$ cat config.mk
export PLATFORM = sky130hd
export DESIGN_NAME = sprite_line_engine
export DESIGN_NICKNAME = d
export VERILOG_FILES = /design/src/rtl/sprite_line_engine.sv
export SDC_FILE = /design/constraint.sdc
export NUM_CORES = 2
export LEC_CHECK = 0
export CAP_MARGIN = 20
export CORE_ASPECT_RATIO = 1.25
export CORE_MARGIN = 5
export CORE_UTILIZATION = 55
export DETAILED_ROUTE_END_ITERATION = 8
export PLACE_DENSITY = 0.75
export SLEW_MARGIN = 0
export SYNTH_ARGS = -nofsm -noshare
export SYNTH_HDL_FRONTEND = slang
export SYNTH_SLANG_ARGS = --single-unit
$ cat constraint.sdc
create_clock -name clk -period 30 [get_ports clk]
set_input_delay 6 -clock clk [delete_from_list [all_inputs] [get_ports clk]]
set_output_delay 6 -clock clk [all_outputs]
set_load 0.05 [all_outputs]
$ cat src/rtl/sprite_line_engine.sv
// ---------------------------------------------------------------------------
// sprite_line_engine
//
// Per-scanline sprite compositor. While in LOAD (after a line_start pulse)
// up to NSPR sprite descriptors are captured into slots. During DRAW each
// slot starts when the beam position cx reaches its posx and then walks its
// 16 two-bit pixels, repeating each one scale+1 times, optionally mirrored.
// A two-stage pipeline resolves the final colour: UI overlay first, then the
// lowest-index opaque slot, then the background colour.
//
// Ports:
//   clk, rst          rising-edge clock, asynchronous active-high reset
//   line_start        hblank pulse: clears slots, enters LOAD
//   ld_valid/ld_ready descriptor handshake (ld_ready is combinational)
//   ld_posx, ld_pix, ld_pal, ld_scale, ld_mirror   descriptor fields
//   slot_mask         live per-slot output enable
//   pix_en, cx        one display pixel per pix_en cycle at position cx
//   bcgcol            background colour
//   ui_sel, ui_pal    UI overlay select and its palette
//   out_col/out_valid final colour, valid two cycles after pix_en
//   collision         sticky: two or more opaque slots on one pixel
//   overflow          sticky: descriptor offered with all slots full
//   ld_count          number of slots loaded this line
// ---------------------------------------------------------------------------
module sprite_line_engine #(
    parameter int NSPR = 8,
    parameter int POSW = 9,
    parameter int COLW = 5
) (
    input  logic                      clk,
    input  logic                      rst,
    input  logic                      line_start,
    input  logic                      ld_valid,
    output logic                      ld_ready,
    input  logic [POSW-1:0]           ld_posx,
    input  logic [31:0]               ld_pix,
    input  logic [3*COLW-1:0]         ld_pal,
    input  logic [3:0]                ld_scale,
    input  logic                      ld_mirror,
    input  logic [NSPR-1:0]           slot_mask,
    input  logic                      pix_en,
    input  logic [POSW-1:0]           cx,
    input  logic [COLW-1:0]           bcgcol,
    input  logic [1:0]                ui_sel,
    input  logic [3*COLW-1:0]         ui_pal,
    output logic [COLW-1:0]           out_col,
    output logic                      out_valid,
    output logic                      collision,
    output logic                      overflow,
    output logic [$clog2(NSPR+1)-1:0] ld_count
);

    localparam int CW = $clog2(NSPR+1);

    typedef enum logic {S_LOAD, S_DRAW} state_t;

    state_t            state_q;

    logic [POSW-1:0]   posx_q  [NSPR];
    logic [31:0]       pix_q   [NSPR];
    logic [3*COLW-1:0] pal_q   [NSPR];
    logic [3:0]        scale_q [NSPR];
    logic [3:0]        sub_q   [NSPR];
    logic [3:0]        idx_q   [NSPR];
    logic [NSPR-1:0]   mirror_q, valid_q, run_q, done_q;
    logic [CW-1:0]     ldCount_q;
    logic              overflow_q, collision_q;

    logic [1:0]        code1_q [NSPR];
    logic [1:0]        ui1_q;
    logic [COLW-1:0]   bcg1_q;
    logic              val1_q;
    logic [COLW-1:0]   outCol_q;
    logic              outValid_q;

    logic              loadAccept, loadSlot;
    logic [NSPR-1:0]   startS, activeS;
    logic [3:0]        curIdx [NSPR];
    logic [3:0]        curSub [NSPR];
    logic [1:0]        codeS  [NSPR];
    logic [COLW-1:0]   sprCol, finalCol;
    logic              anyOpq, multiOpq;

    // Palette lookup for codes 1..3; code 0 is transparent.
    function automatic logic [COLW-1:0] palEntry(input logic [3*COLW-1:0] pal,
                                                 input logic [1:0] c);
        case (c)
            2'd1:    return pal[COLW-1:0];
            2'd2:    return pal[2*COLW-1:COLW];
            2'd3:    return pal[3*COLW-1:2*COLW];
            default: return '0;
        endcase
    endfunction

    assign ld_ready   = (state_q == S_LOAD) & ~line_start;
    assign loadAccept = ld_valid & ld_ready;
    assign loadSlot   = loadAccept & (ldCount_q < CW'(NSPR));

    // Per-slot view of this cycle: whether the slot starts or is running,
    // and the code it shows. A starting slot shows idx 0 / sub 0. The bit
    // offset of pixel p is 30-2p; with mirror p=15-idx that is 2*idx, else
    // it is 2*(15-idx), i.e. the inverted index.
    always_comb begin
        for (int i = 0; i < NSPR; i++) begin
            startS[i]  = valid_q[i] & ~run_q[i] & ~done_q[i] & pix_en & (cx == posx_q[i]);
            activeS[i] = run_q[i] | startS[i];
            curIdx[i]  = startS[i] ? 4'd0 : idx_q[i];
            curSub[i]  = startS[i] ? 4'd0 : sub_q[i];
            codeS[i]   = pix_q[i][{(mirror_q[i] ? curIdx[i] : ~curIdx[i]), 1'b0} +: 2];
        end
    end

    // Two-state controller: line_start always wins and enters LOAD; the
    // first ordinary pixel moves to DRAW.
    always_ff @(posedge clk or posedge rst) begin
        if (rst) begin
            state_q <= S_DRAW;
        end else if (line_start) begin
            state_q <= S_LOAD;
        end else if (state_q == S_LOAD && pix_en) begin
            state_q <= S_DRAW;
        end
    end

    // Load count and overflow flag, both cleared per line.
    always_ff @(posedge clk or posedge rst) begin
        if (rst) begin
            ldCount_q  <= '0;
            overflow_q <= 1'b0;
        end else if (line_start) begin
            ldCount_q  <= '0;
            overflow_q <= 1'b0;
        end else if (loadSlot) begin
            ldCount_q  <= ldCount_q + CW'(1);
        end else if (loadAccept) begin
            overflow_q <= 1'b1;
        end
    end

    // Slot storage and pixel walkers. Slots fill in order, so the slot at
    // ld_count is always an invalid one when it is written.
    always_ff @(posedge clk or posedge rst) begin
        if (rst) begin
            valid_q  <= '0;
            run_q    <= '0;
            done_q   <= '0;
            mirror_q <= '0;
            for (int i = 0; i < NSPR; i++) begin
                posx_q[i]  <= '0;
                pix_q[i]   <= '0;
                pal_q[i]   <= '0;
                scale_q[i] <= '0;
                sub_q[i]   <= '0;
                idx_q[i]   <= '0;
            end
        end else if (line_start) begin
            valid_q <= '0;
            run_q   <= '0;
            done_q  <= '0;
        end else begin
            for (int i = 0; i < NSPR; i++) begin
                if (loadSlot && ldCount_q == CW'(i)) begin
                    valid_q[i]  <= 1'b1;
                    run_q[i]    <= 1'b0;
                    done_q[i]   <= 1'b0;
                    posx_q[i]   <= ld_posx;
                    pix_q[i]    <= ld_pix;
                    pal_q[i]    <= ld_pal;
                    scale_q[i]  <= ld_scale;
                    mirror_q[i] <= ld_mirror;
                    sub_q[i]    <= '0;
                    idx_q[i]    <= '0;
                end else if (pix_en && activeS[i]) begin
                    if (curSub[i] == scale_q[i]) begin
                        sub_q[i] <= '0;
                        if (curIdx[i] == 4'd15) begin
                            run_q[i]  <= 1'b0;
                            done_q[i] <= 1'b1;
                        end else begin
                            idx_q[i] <= curIdx[i] + 4'd1;
                            run_q[i] <= 1'b1;
                        end
                    end else begin
                        sub_q[i] <= curSub[i] + 4'd1;
                        idx_q[i] <= curIdx[i];
                        run_q[i] <= 1'b1;
                    end
                end
            end
        end
    end

    // Stage 1: capture each slot's visible code with the live mask applied;
    // zero means transparent. A line_start pixel shows no sprites.
    always_ff @(posedge clk or posedge rst) begin
        if (rst) begin
            ui1_q  <= '0;
            bcg1_q <= '0;
            val1_q <= 1'b0;
            for (int i = 0; i < NSPR; i++) code1_q[i] <= '0;
        end else begin
            ui1_q  <= ui_sel;
            bcg1_q <= bcgcol;
            val1_q <= pix_en;
            for (int i = 0; i < NSPR; i++) begin
                code1_q[i] <= (pix_en & ~line_start & activeS[i] & slot_mask[i]) ? codeS[i] : 2'd0;
            end
        end
    end

    // Priority resolve: scanning high to low lets the lowest opaque slot win.
    always_comb begin
        sprCol   = bcg1_q;
        anyOpq   = 1'b0;
        multiOpq = 1'b0;
        for (int i = NSPR-1; i >= 0; i--) begin
            if (code1_q[i] != 2'd0) begin
                multiOpq = multiOpq | anyOpq;
                anyOpq   = 1'b1;
                sprCol   = palEntry(pal_q[i], code1_q[i]);
            end
        end
        finalCol = (ui1_q != 2'd0) ? palEntry(ui_pal, ui1_q) : sprCol;
    end

    // Stage 2: output registers and sticky collision flag.
    always_ff @(posedge clk or posedge rst) begin
        if (rst) begin
            outCol_q    <= '0;
            outValid_q  <= 1'b0;
            collision_q <= 1'b0;
        end else begin
            outCol_q   <= finalCol;
            outValid_q <= val1_q;
            if (line_start) begin
                collision_q <= 1'b0;
            end else if (multiOpq) begin
                collision_q <= 1'b1;
            end
        end
    end

    assign out_col   = outCol_q;
    assign out_valid = outValid_q;
    assign collision = collision_q;
    assign overflow  = overflow_q;
    assign ld_count  = ldCount_q;

endmodule

==> impl_metrics.toml <==
[drt]
drt.antenna.violating_nets = 0
vias_per_cell = 6.12
avgRoutedWirePerCell_um = 21.7
num_vias = 29534
first_pass_iters = 6
drt_iter0_drc = 3704
drc_errors = 0
routed_wirelength_um = 105000

[worst_setup_path]
crit_type = "input pin to output port"
critPathArrivalTime_ns = 7.37
cp-end-kind = "output port"
cp_max_fo = 35
crit_required_ns = 24.00
start_kind = "input pin"

[place]
dp_hpwl_um = 66400
dp_cells = 4703
dpl_cell_area_um2 = 34500
io_buffers = 117
gp_congestion = 0.951
pre_cts_ws_ns = 16.66

[clock_network]
clkTransAtPathRegs_ns = 0.06
cts_buffer_depth = 3
cts_setup_buffers = 0
ctsResizeCount = 0
cts.sinks = 613
cts_hold_buf = 0
cts_max_level = 2
ctsRootBufferMaster = "clkbuf_16"
insertion_delay_ns = 0.65
cts_buffers = 61
cts_tree = "yes"

[sta]
worst_pin_slew_ns = 1.25
fin_setup_tns_ns = 0
skew_ns = 0.0280
final.period_utilization_pct = 44.6
relSlewSlack_pct = 16.2
setup_viol = 0
finalCriticalPeriod_ns = 13.37
hold_viol = 0
finalWorstSetupSlack_ns = 16.63
clock.fmax_mhz = 74.8
rsz0062_at_grt = "false"
whs_ns = 0.355
drv_slew = 0

[cells_and_area]
final_nets = 4120
num-fill-cells = 5271
finalInstanceArea_um2 = 36800
final_layout_size_suffix_gt1_share_pct = 6.87
area_delta_synth_final_pct = 9.60
stdcell_count = 4824

[global_routing]
grt-ovfl-total = 0
track_usage_pct = 31.2
first_global_vias = 28472
grt_pass1_wl_um = 163000
antenna_found_initial = 7
grt_max_degree = 128

[floorplanning]
die_x_um = 231
rows = 101
die_y_um = 286
core_um2 = 60700
start_util_pct = 55.3
design.die.area_um2 = 66100
ios = 118

[worst_hold_path]
hold_path.class = "flop to flop"

[synth]
yosysSeqAreaShare_pct = 45.7
ys_types = 98
ys_warn_count = 0
synthCells = 4090
synth_flop_cell = "dfrtp_1"
synth_edf_count = 0
ys_ff_latch = 613
syn_area_per_cell_um2 = 8.20
netlist_area_um2 = 33500
async_flop_share_pct = 100
syn-num-nets = 4215

[outcome]
status = "finished, final reports clean"

[power]
p_per_area_nw_per_um2 = 58.2
p_leak_uw = 0.0176
ir_drop_v = 0.0000619

[run]
cap_viol_max_count = 0
cell families (layout without fill, tap and decap cells):
logic type	after synthesis	after routing	share of synthesized area (%)
fa+ha+maj	20	20	0.746
xor+xnor	111	111	3.05
flops	613	613	45.7
buf+inv	366	324	5.03
compound gates	671	671	13.2
mux	152	152	5.28
other cells	0	4	0
simple gates	2157	2157	27.0
path summary, 6_finish.rpt:
| path | startpoint | end | slack [ns] | cells past startpoint |
|---|---|---|---|---|
| setup / recovery | line_start | ld_ready | 16.63 | 4 |
| hold / removal | val1_q | out_valid | 0.35 | 0 |
| setup reg to reg | run_q[1] | idx_q[26] | 26.50 | 8 |
| hold reg to reg | val1_q | out_valid | 0.35 | 0 |
| max in group asynchronous | rst | posx_q[67] | 21.63 | 4 |
| min in group asynchronous | rst | idx_q[13] | 5.95 | 2 |
flip-flops by register name, indices dropped and copies added, names as in the netlist, 2 cells and up:
name	count
out_col	5
run_q	8
bcg1_q	5
ui1_q	2
mirror_q	8
ld_count	4
valid_q	8
pix_q	256
scale_q	32
code1_q	16
sub_q	32
done_q	8
posx_q	72
pal_q	120
idx_q	32
placed cells by master, fill, tap and decap left out, types with 22 or more instances in the layout:
| master | n |
|---|---|
| a211oi_1 | 30 |
| a21oi_1 | 125 |
| a22oi_1 | 36 |
| a31oi_1 | 47 |
| and2_1 | 32 |
| and3_1 | 22 |
| buf_4 | 39 |
| clkbuf_16 | 63 |
| clkdlybuf4s50_1 | 116 |
| dfrtp_1 | 612 |
| inv_1 | 43 |
| mux2_2 | 47 |
| mux2i_1 | 88 |
| nand2_1 | 1597 |
| nand2b_1 | 24 |
| nand3_1 | 68 |
| nand4_1 | 23 |
| nor2_1 | 190 |
| nor3_1 | 51 |
| nor4_1 | 24 |
| o211ai_1 | 27 |
| o21ai_0 | 156 |
| o221ai_1 | 28 |
| o22ai_1 | 47 |
| o31ai_1 | 25 |
| xnor2_1 | 83 |
Yosys cell counts (10+ instances only):
cell type	count	area share [%]
nand2_1	1605	18
dfrtp_1	612	46
clkbuf_1	212	2.4
nor2_1	190	2.1
o21ai_0	156	2.3
a21oi_1	125	1.9
mux2i_1	88	2.6
xnor2_1	83	2.2
buf_4	70	1.6
nand3_1	68	1.0
nor3_1	52	0.78
a31oi_1	47	0.88
mux2_2	47	1.6
o22ai_1	47	0.88
inv_1	44	0.49
and2_1	40	0.75
a22oi_1	36	0.81
a211oi_1	30	0.67
o221ai_1	28	0.73
o211ai_1	27	0.60
o31ai_1	25	0.56
nand2b_1	24	0.45
nor4_1	24	0.45
nand4_1	23	0.43
and3_1	22	0.41
nor2b_1	22	0.41
xor2_1	21	0.55
ha_1	20	0.75
buf_1	15	0.17
buf_2	15	0.22
mux4_2	15	1.0
or3_1	15	0.28
nor3b_1	14	0.31
o2111ai_1	13	0.34
or2_2	13	0.24
nand3b_1	11	0.25
o21ai_1	11	0.16
o32ai_1	11	0.29
o21a_1	10	0.22
o31a_1	10	0.26
critical path, cell delays in order:
cell and delay [ns]:
buf_2 0.09, buf_4 0.29, nor2_1 0.15, clkdlybuf4s50_1 0.82
where the power goes:
group	leakage [uW]	internal (uW)	switching (uW)
clock network	0.00106	488	345
logic	0.00835	125	193
registers	0.00822	912	76.5
total	0.0176	1530	614
through the flow:
step | utilization [%] | total power [uW]
detailed placement | 57.0 | 1310
CTS | 60.6 | 2140
global route | 60.6 | 2230
floorplan | - | 1220
finish | 60.6 | 2140
global placement | 56.9 | 1300
cell type report:
type / count / area [um^2] / share of cell area [%]
diodes: 4 / 10.0 / 0.0272
clock buffers: 87 / 1810 / 4.91
clock inverters: 29 / 378 / 1.03
inverters: 49 / 191 / 0.521
multi-input cells: 3111 / 16600 / 45.0
flip-flops and latches: 613 / 15300 / 41.7
well taps: 772 / 966 / 2.63
repair buffers: 159 / 1510 / 4.11
routing by layer:
| metal | GRT usage [%] | up-vias | part of all wire [%] |
|---|---|---|---|
| li1 | - | 13566 | - |
| met1 | 41.7 | 14324 | 40 |
| met2 | 49.6 | 1355 | 46 |
| met3 | 5.67 | 283 | 9.3 |
| met4 | 14.8 | 6 | 5.5 |
| met5 | 0 | - | 0.040 |
No activity file was read; power rests on OpenSTA's default activity.
